$ cat src/rtl/fp_mult_pipe_if.sv
// Operand/result handshake bundle for fp_mult_pipe; master supplies operands and
// accepts results, slave is the multiplier.
interface fp_mult_pipe_if #(
  parameter int BITS = 32
);
  logic            in_valid;
  logic            in_ready;
  logic [BITS-1:0] X;
  logic [BITS-1:0] Y;
  logic            rnd_mode;
  logic            out_valid;
  logic            out_ready;
  logic [BITS-1:0] result;
  logic            inf;
  logic            nan;
  logic            zero;
  logic            overflow;
  logic            underflow;
  logic            inexact;

  modport master (
    output in_valid, X, Y, rnd_mode, out_ready,
    input  in_ready, out_valid, result, inf, nan, zero, overflow, underflow, inexact
  );

  modport slave (
    input  in_valid, X, Y, rnd_mode, out_ready,
    output in_ready, out_valid, result, inf, nan, zero, overflow, underflow, inexact
  );
endinterface

$ cat src/rtl/fp_mult_pipe.sv
// Pipelined floating-point multiplier (RNE or truncate, denormals flushed); 3 cycles
// from acceptance to out_valid; a stalled output freezes every stage and drops in_ready.
module fp_mult_pipe #(
  parameter int EXP  = 8,
  parameter int MAN  = 23,
  parameter int BITS = MAN + EXP + 1,
  parameter int BIAS = 2**(EXP-1) - 1
) (
  input logic           clk,
  input logic           reset_n,
  fp_mult_pipe_if.slave io
);
  localparam int PW = 2*MAN + 2;
  localparam int EW = EXP + 2;

  logic advance;

  logic [EXP-1:0] xe, ye;
  logic [MAN-1:0] xm, ym;
  logic           x_zero, y_zero, x_inf, y_inf, x_nan, y_nan;

  logic           s1_vld, s1_sign, s1_nan, s1_inf, s1_zero, s1_rnd;
  logic [EXP-1:0] s1_xe, s1_ye;
  logic [MAN:0]   s1_xm, s1_ym;

  logic           s2_vld, s2_sign, s2_nan, s2_inf, s2_zero, s2_rnd;
  logic [PW-1:0]  s2_prod;
  logic [EW-1:0]  s2_exp;

  logic           norm, g, r, s, rnd_up, lost, ovf, unf;
  logic [MAN-1:0] frac;
  logic [MAN:0]   frac_r;
  logic [EW-1:0]  exp_n, exp_r;

  logic [BITS-1:0] res_d;
  logic            inf_d, nan_d, zero_d, ovf_d, unf_d, inx_d;

  logic            out_vld_q;
  logic [BITS-1:0] res_q;
  logic            inf_q, nan_q, zero_q, ovf_q, unf_q, inx_q;

  assign advance     = !out_vld_q || io.out_ready;
  assign io.in_ready = advance;

  assign xe = io.X[BITS-2 -: EXP];
  assign ye = io.Y[BITS-2 -: EXP];
  assign xm = io.X[MAN-1:0];
  assign ym = io.Y[MAN-1:0];

  assign x_zero = (xe == '0);
  assign y_zero = (ye == '0);
  assign x_inf  = (&xe) && (xm == '0);
  assign y_inf  = (&ye) && (ym == '0);
  assign x_nan  = (&xe) && (xm != '0);
  assign y_nan  = (&ye) && (ym != '0);

  // Normalise: a product in [2,4) shifts right one place and bumps the exponent.
  always_comb begin
    norm   = s2_prod[PW-1];
    frac   = norm ? s2_prod[2*MAN:MAN+1] : s2_prod[2*MAN-1:MAN];
    g      = norm ? s2_prod[MAN]         : s2_prod[MAN-1];
    r      = norm ? s2_prod[MAN-1]       : s2_prod[MAN-2];
    s      = norm ? (|s2_prod[MAN-2:0])  : (|s2_prod[MAN-3:0]);
    exp_n  = s2_exp + EW'(norm);
    lost   = g | r | s;
    rnd_up = !s2_rnd && g && (r || s || frac[0]);
    frac_r = {1'b0, frac} + (MAN+1)'(rnd_up);
    exp_r  = exp_n + EW'(frac_r[MAN]);
    ovf    = !exp_r[EW-1] && (exp_r >= EW'(2**EXP - 1));
    unf    = exp_r[EW-1] || (exp_r == '0);
  end

  always_comb begin
    res_d  = {s2_sign, exp_r[EXP-1:0], frac_r[MAN-1:0]};
    inf_d  = 1'b0;
    nan_d  = 1'b0;
    zero_d = 1'b0;
    ovf_d  = 1'b0;
    unf_d  = 1'b0;
    inx_d  = lost;
    if (s2_nan) begin
      res_d = {1'b0, {EXP{1'b1}}, 1'b1, {(MAN-1){1'b0}}};
      nan_d = 1'b1;
      inx_d = 1'b0;
    end else if (s2_inf) begin
      res_d = {s2_sign, {EXP{1'b1}}, {MAN{1'b0}}};
      inf_d = 1'b1;
      inx_d = 1'b0;
    end else if (s2_zero) begin
      res_d  = {s2_sign, {(BITS-1){1'b0}}};
      zero_d = 1'b1;
      inx_d  = 1'b0;
    end else if (ovf) begin
      res_d = {s2_sign, {EXP{1'b1}}, {MAN{1'b0}}};
      ovf_d = 1'b1;
      inf_d = 1'b1;
      inx_d = 1'b1;
    end else if (unf) begin
      res_d  = {s2_sign, {(BITS-1){1'b0}}};
      unf_d  = 1'b1;
      zero_d = 1'b1;
      inx_d  = 1'b1;
    end
  end

  always_ff @(posedge clk or negedge reset_n) begin
    if (!reset_n) begin
      s1_vld    <= 1'b0;
      s1_sign   <= 1'b0;
      s1_nan    <= 1'b0;
      s1_inf    <= 1'b0;
      s1_zero   <= 1'b0;
      s1_rnd    <= 1'b0;
      s1_xe     <= '0;
      s1_ye     <= '0;
      s1_xm     <= '0;
      s1_ym     <= '0;
      s2_vld    <= 1'b0;
      s2_sign   <= 1'b0;
      s2_nan    <= 1'b0;
      s2_inf    <= 1'b0;
      s2_zero   <= 1'b0;
      s2_rnd    <= 1'b0;
      s2_prod   <= '0;
      s2_exp    <= '0;
      out_vld_q <= 1'b0;
      res_q     <= '0;
      inf_q     <= 1'b0;
      nan_q     <= 1'b0;
      zero_q    <= 1'b0;
      ovf_q     <= 1'b0;
      unf_q     <= 1'b0;
      inx_q     <= 1'b0;
    end else if (advance) begin
      s1_vld    <= io.in_valid;
      s1_sign   <= io.X[BITS-1] ^ io.Y[BITS-1];
      s1_nan    <= x_nan || y_nan || (x_inf && y_zero) || (y_inf && x_zero);
      s1_inf    <= x_inf || y_inf;
      s1_zero   <= x_zero || y_zero;
      s1_rnd    <= io.rnd_mode;
      s1_xe     <= xe;
      s1_ye     <= ye;
      s1_xm     <= {1'b1, xm};
      s1_ym     <= {1'b1, ym};
      s2_vld    <= s1_vld;
      s2_sign   <= s1_sign;
      s2_nan    <= s1_nan;
      s2_inf    <= s1_inf;
      s2_zero   <= s1_zero;
      s2_rnd    <= s1_rnd;
      s2_prod   <= PW'(s1_xm) * PW'(s1_ym);
      s2_exp    <= EW'(s1_xe) + EW'(s1_ye) - EW'(BIAS);
      out_vld_q <= s2_vld;
      res_q     <= res_d;
      inf_q     <= inf_d;
      nan_q     <= nan_d;
      zero_q    <= zero_d;
      ovf_q     <= ovf_d;
      unf_q     <= unf_d;
      inx_q     <= inx_d;
    end
  end

  assign io.out_valid = out_vld_q;
  assign io.result    = res_q;
  assign io.inf       = inf_q;
  assign io.nan       = nan_q;
  assign io.zero      = zero_q;
  assign io.overflow  = ovf_q;
  assign io.underflow = unf_q;
  assign io.inexact   = inx_q;
endmodule
$ cat src/flat_wrapper.sv
// flat-port wrapper written by rule: the top's interface ports become plain ports
module fp_mult_pipe_flat 
#(
  parameter int EXP  = 8,
  parameter int MAN  = 23,
  parameter int BITS = MAN + EXP + 1,
  parameter int BIAS = 2**(EXP-1) - 1
)
  (clk, reset_n, io_in_valid, io_X, io_Y, io_rnd_mode, io_out_ready, io_in_ready, io_out_valid, io_result, io_inf, io_nan, io_zero, io_overflow, io_underflow, io_inexact);
  fp_mult_pipe_if #(.BITS(BITS)) io_i ();
  input logic clk;
  input logic reset_n;
  input wire logic [$bits(io_i.in_valid)-1:0] io_in_valid;
  input wire logic [$bits(io_i.X)-1:0] io_X;
  input wire logic [$bits(io_i.Y)-1:0] io_Y;
  input wire logic [$bits(io_i.rnd_mode)-1:0] io_rnd_mode;
  input wire logic [$bits(io_i.out_ready)-1:0] io_out_ready;
  output wire logic [$bits(io_i.in_ready)-1:0] io_in_ready;
  output wire logic [$bits(io_i.out_valid)-1:0] io_out_valid;
  output wire logic [$bits(io_i.result)-1:0] io_result;
  output wire logic [$bits(io_i.inf)-1:0] io_inf;
  output wire logic [$bits(io_i.nan)-1:0] io_nan;
  output wire logic [$bits(io_i.zero)-1:0] io_zero;
  output wire logic [$bits(io_i.overflow)-1:0] io_overflow;
  output wire logic [$bits(io_i.underflow)-1:0] io_underflow;
  output wire logic [$bits(io_i.inexact)-1:0] io_inexact;
  assign io_i.in_valid = io_in_valid;
  assign io_i.X = io_X;
  assign io_i.Y = io_Y;
  assign io_i.rnd_mode = io_rnd_mode;
  assign io_i.out_ready = io_out_ready;
  assign io_in_ready = io_i.in_ready;
  assign io_out_valid = io_i.out_valid;
  assign io_result = io_i.result;
  assign io_inf = io_i.inf;
  assign io_nan = io_i.nan;
  assign io_zero = io_i.zero;
  assign io_overflow = io_i.overflow;
  assign io_underflow = io_i.underflow;
  assign io_inexact = io_i.inexact;
  fp_mult_pipe #(.EXP(EXP), .MAN(MAN), .BITS(BITS), .BIAS(BIAS)) u_core (.clk(clk), .reset_n(reset_n), .io(io_i));
endmodule
$ cat config.mk
export PLATFORM = sky130hd
export DESIGN_NAME = fp_mult_pipe_flat
export DESIGN_NICKNAME = d
export VERILOG_FILES = /design/src/rtl/fp_mult_pipe_if.sv /design/src/rtl/fp_mult_pipe.sv /design/src/flat_wrapper.sv
export SDC_FILE = /design/constraint.sdc
export NUM_CORES = 2
export LEC_CHECK = 0
export CAP_MARGIN = 20
export CORE_UTILIZATION = 42
export CTS_BUF_LIST = sky130_fd_sc_hd__clkbuf_8
export DETAILED_ROUTE_END_ITERATION = 10
export GPL_ROUTABILITY_DRIVEN = 0
export SLEW_MARGIN = 40
export SYNTH_ARGS = -nofsm -noshare
export SYNTH_HDL_FRONTEND = slang
export SYNTH_SLANG_ARGS = --single-unit
$ cat constraint.sdc
create_clock -name clk -period 13.69 [get_ports clk]
set_clock_uncertainty 0.2 [all_clocks]
set_input_delay 2.738 -clock clk [delete_from_list [all_inputs] [get_ports clk]]
set_output_delay 2.738 -clock clk [all_outputs]
set_load 0.01 [all_outputs]
Word level (Yosys, flattened, before mapping)
Index checks and enable logic that the tools add are counted.

storage, ports and cells
  word-level logic and storage cells = 97
  input bits = 69
  output and inout port bits = 40
  register bits after elaboration = 173

cells by class
  multiplexer cells = 29
  bitwise operators = 3
  reductions and logical operators = 32
  add/sub/neg operators = 5
  order comparisons = 1
  multipliers = 1

operators by type and width
  cell                   number
  $mux 31                4
  $mul 24x24->48         1
  $logic_not 23->1       2
  $reduce_bool 23->1     2
  $mux 32                1
  $add 23x1->24          1
  $mux 1                 23
  $mux 23                1
  $reduce_or 22->1       1
  $reduce_or 21->1       1
  $add 10x1->10          2
  $logic_not 8->1        2
  $reduce_and 8->1       2
  $ge 10x8->1 const B    1
  $logic_not 10->1       1
  $sub 10x7->10 const B  1
  $add 8x8->9            1
  $logic_and 1x1->1      9
  $logic_or 1x1->1       9
  $logic_not 1->1        3
  $or 1x1->1             2
  $xor 1x1->1            1

Depth between registers and ports, before layout
  depth in word-level cells = 14
  mapped depth = 27

Least setup slack after synthesis
OpenSTA, ideal clock, no wires.

  path type = register to register
  start = register u_core.s1_ym[15]
  end = register u_core.s2_prod[42]
  arrival = 6417 ps
  required time = 13404 ps
  path buffers = 3
  path slack = 6987 ps
  cell stages (with the launch flop) = 25
  cells stage by stage = dfrtp_1 -> clkbuf_1 -> clkbuf_1 -> nand2_1 -> fa_1 -> inv_1 -> fa_1 -> inv_1 -> fa_1 -> inv_1 -> fa_1 -> fa_1 -> fa_1 -> inv_1 -> fa_1 -> inv_1 -> ha_1 -> clkbuf_1 -> and3_1 -> nand3_1 -> a311o_2 -> a21oi_4 -> a31oi_4 -> o311a_1 -> nor3_1

between the ends
  word-level cells in the longest chain between the ends = 1

ends and longest elaborated chain
  item                      line                 source
  start: declaration        fp_mult_pipe.sv:24   logic [MAN:0] s1_xm, s1_ym;
  start signal: assignment  fp_mult_pipe.sv:144  s1_ym <= {1'b1, ym};
  $mul 24x24->48            fp_mult_pipe.sv:151  s2_prod <= PW'(s1_xm) * PW'(s1_ym);
  end signal: assignment    fp_mult_pipe.sv:151
  end: declaration          fp_mult_pipe.sv:27   logic [PW-1:0] s2_prod;

Every way passes these cells.
A chain may end at the register's enable or synchronous reset.

Worst setup path after layout
  start = input io_out_ready
  end = output io_in_ready

between the ends
  word-level cells in the longest chain between the ends = 1

ends and longest elaborated chain
  item                line                source
  start: declaration  flat_wrapper.sv:17  input wire logic [$bits(io_i.out_ready)-1:0] io_out_ready;
  $logic_or 1x1->1    fp_mult_pipe.sv:42  assign advance = !out_vld_q || io.out_ready;
  end: declaration    flat_wrapper.sv:18  output wire logic [$bits(io_i.in_ready)-1:0] io_in_ready;

Every way passes these cells.

==> results.tsv <==
stage	metric	value	unit
setup_path	endpoint_kind	primary output	
yosys	synth_most_common_cell	nand2_1	
floorplanning	die_h	256	µm
timing	finalHoldViolCount	0	
setup_path	required	10750	ps
finish	final_nets	3828	
drt	drcViolationCount	0	
drt	drtAntennaViolNets	0	
timing	drv_slew	0	
global_routing	grt_antenna_before_repair	0	
yosys	ys_warn_count	0	
setup_path	reg2reg_from	u_core.s1_ym[3]	
finish	multiInputGateArea	20300	µm²
status	status	finished, final reports clean	
setup_path	worstPathMaxFanout	86	
floorplanning	io_pins	109	
finish	drive_gt1_frac	0.0387	
yosys	yosysUniqueCellTypes	75	
yosys	yosysTopAreaCellShare	0.357	
yosys	synth.top_cells.by_count	nand2_1, inv_1, fa_1	
yosys	synthTopCellsByArea	fa_1, dfrtp_1, nand2_1	
cts	cts_max_path_buffers	2	
yosys	ys_ff_latch	172	
yosys	synth.avg_cell_area	8.80	µm²
drt	dr_total_vias	20600	
timing	period_needed	7750	ps
global_routing	grt_pass1_vias	22300	
yosys	synth_flop_cell	dfrtp_1	
floorplanning	num_rows	92	
drt	drtIter0Drc	1256	
setup_path	startpoint	io_out_ready	
cts	clock_latency	510	ps
yosys	syn_area	27200	µm²
setup_path	crit_type	in2out	
cts	root_buffer	clkbuf_8	
floorplanning	die_area	65700	µm²
setup_path	cp.arrival	4810	ps
global_routing	overflow	0	
global_routing	grt_pass1_wl	114000	µm
cts	cts.sinks	172	
finish	nFillCells	6154	
yosys	ys_seq_area_frac	0.158	
floorplanning	fp.coreArea	63500	µm²
drt	viasPerCell	5.22	
cts	cts_resized	0	
placed_design	dp_hpwl	54100	µm
drt	drt-pass1-iter-count	5	
timing	setup_violations	0	
yosys	synth-async-reset-ratio	1.00	
yosys	synth_edf_count	0	
finish	seqCellArea	4340	µm²
setup_path	cp-start-kind	input port	
timing	finalSetupTns	0	ps
finish	final_core_util	0.464	
floorplanning	start_util	0.427	
finish	syn2layout_area_growth	8.51	%
cts	cts_buffers	17	
flow_run	drv_cap	0	
global_routing	grt_usage	0.217	
yosys	syn_nets	3825	
timing	rsz0062_at_grt	false	
drt	wl_per_cell	17.3	µm
cts	cts_hold_buf	0	
floorplanning	fp.dieW	256	µm
timing	tightest_slew	784	ps
finish	diodes	0	
placed_design	port_buffers	108	
timing	fin_ws	5940	ps
cts	cts_setup_buffers	0	
placed_design	dp_slack	5920	ps
timing	relSlewSlack	0.477	
yosys	synth_largest_area_cell	fa_1	
cts	cts_max_level	4	
worst_hold_path	hold_class	reg2reg	
yosys	syn_inst	3086	
worst_hold_path	min_from	u_core.s1_xm[5]	
timing	timing.fmax	129	MHz
global_routing	grt_max_degree	87	
drt	finalWirelength	68300	µm
cts	cts_tree	yes	
cts	clk_pin_slew	100	ps
timing	finalCritPeriodShare	0.566	
## worst max-delay path: stages
cell and delay, ps:
clkdlybuf4s50_1 440, nor2b_4 120, buf_6 530, inv_6 370
clkdlybuf4s50_1 580
## routing by layer
metal / track usage / wire (µm)
met5: 0 / 0
met4: 0.0541 / 1360
met3: 0.0220 / 3320
met2: 0.378 / 34400
met1: 0.287 / 29200
## path summary, 6_finish.rpt
| check | to | slack (ps) | depth (start not counted) |
|---|---|---|---|
| setup / recovery | io_in_ready | 5940 | 5 |
| hold / removal | u_core.s1_xm[5] | 280 | 2 |
| setup reg to reg | u_core.s2_prod[37] | 6240 | 22 |
| hold reg to reg | u_core.s1_xm[5] | 280 | 2 |
| max in group asynchronous | u_core.s2_prod[47] | 9520 | 3 |
| min in group asynchronous | u_core.s1_ym[17] | 1930 | 1 |
## kinds of logic after synthesis
logic type | after synthesis | share of synthesized area
DFF | 172 | 0.158
and+or+nand+nor | 1157 | 0.200
buffers and inverters | 705 | 0.0982
muxes | 19 | 0.00719
xor gates and xnor gates | 83 | 0.0268
AOI/OAI and AO/OA | 280 | 0.0673
adders and majority gates | 670 | 0.442
## final cells by class
class	instances	share of cell area
sequential	172	0.147
tap	846	0.0359
clock inverter	15	0.00679
inverter	553	0.0706
multi-input combinational	2209	0.687
clock buffer	17	0.00794
timing repair buffer	136	0.0442
## registers in the layout, summed over array words and instances, names as in the netlist, 8 cells and up
register,flops
u_core.s1_xm,23
u_core.s1_ym,24
u_core.s1_ye,8
u_core.s2_exp,10
u_core.s2_prod,48
u_core.io.result,32
u_core.s1_xe,8
## placed cells by master, fill, tap and decap left out, types with 17 or more instances in the layout
cell type        Yosys  final
nand2_1            641    641
clkdlybuf4s50_1      0    107
buf_4                0     25
ha_1               186    186
xnor2_1             49     49
dfrtp_2              0     24
o21ai_0             52     52
a21oi_1            101    101
nor2_1              75     75
fa_1               484    484
nand3_1             25     25
clkbuf_8             0     17
a22o_1              20     20
dfrtp_1            172    147
nor4_1              23     19
inv_1              552    553
nor3_1              26     26
xor2_1              34     34
and2_1             290    290
## metrics by stage
step | hold WS [ps] | std cells | cell area (µm²)
floorplan | 230 | 3086 | 27200
global placement | 247 | 3916 | 29000
detailed placement | 257 | 3916 | 29000
CTS | 280 | 3948 | 29500
global route | 305 | 3948 | 29500
finish | 278 | 3948 | 29500
Power is not shown: default switching activity piles up to over one toggle a cycle in this logic, so the estimate is an artifact.
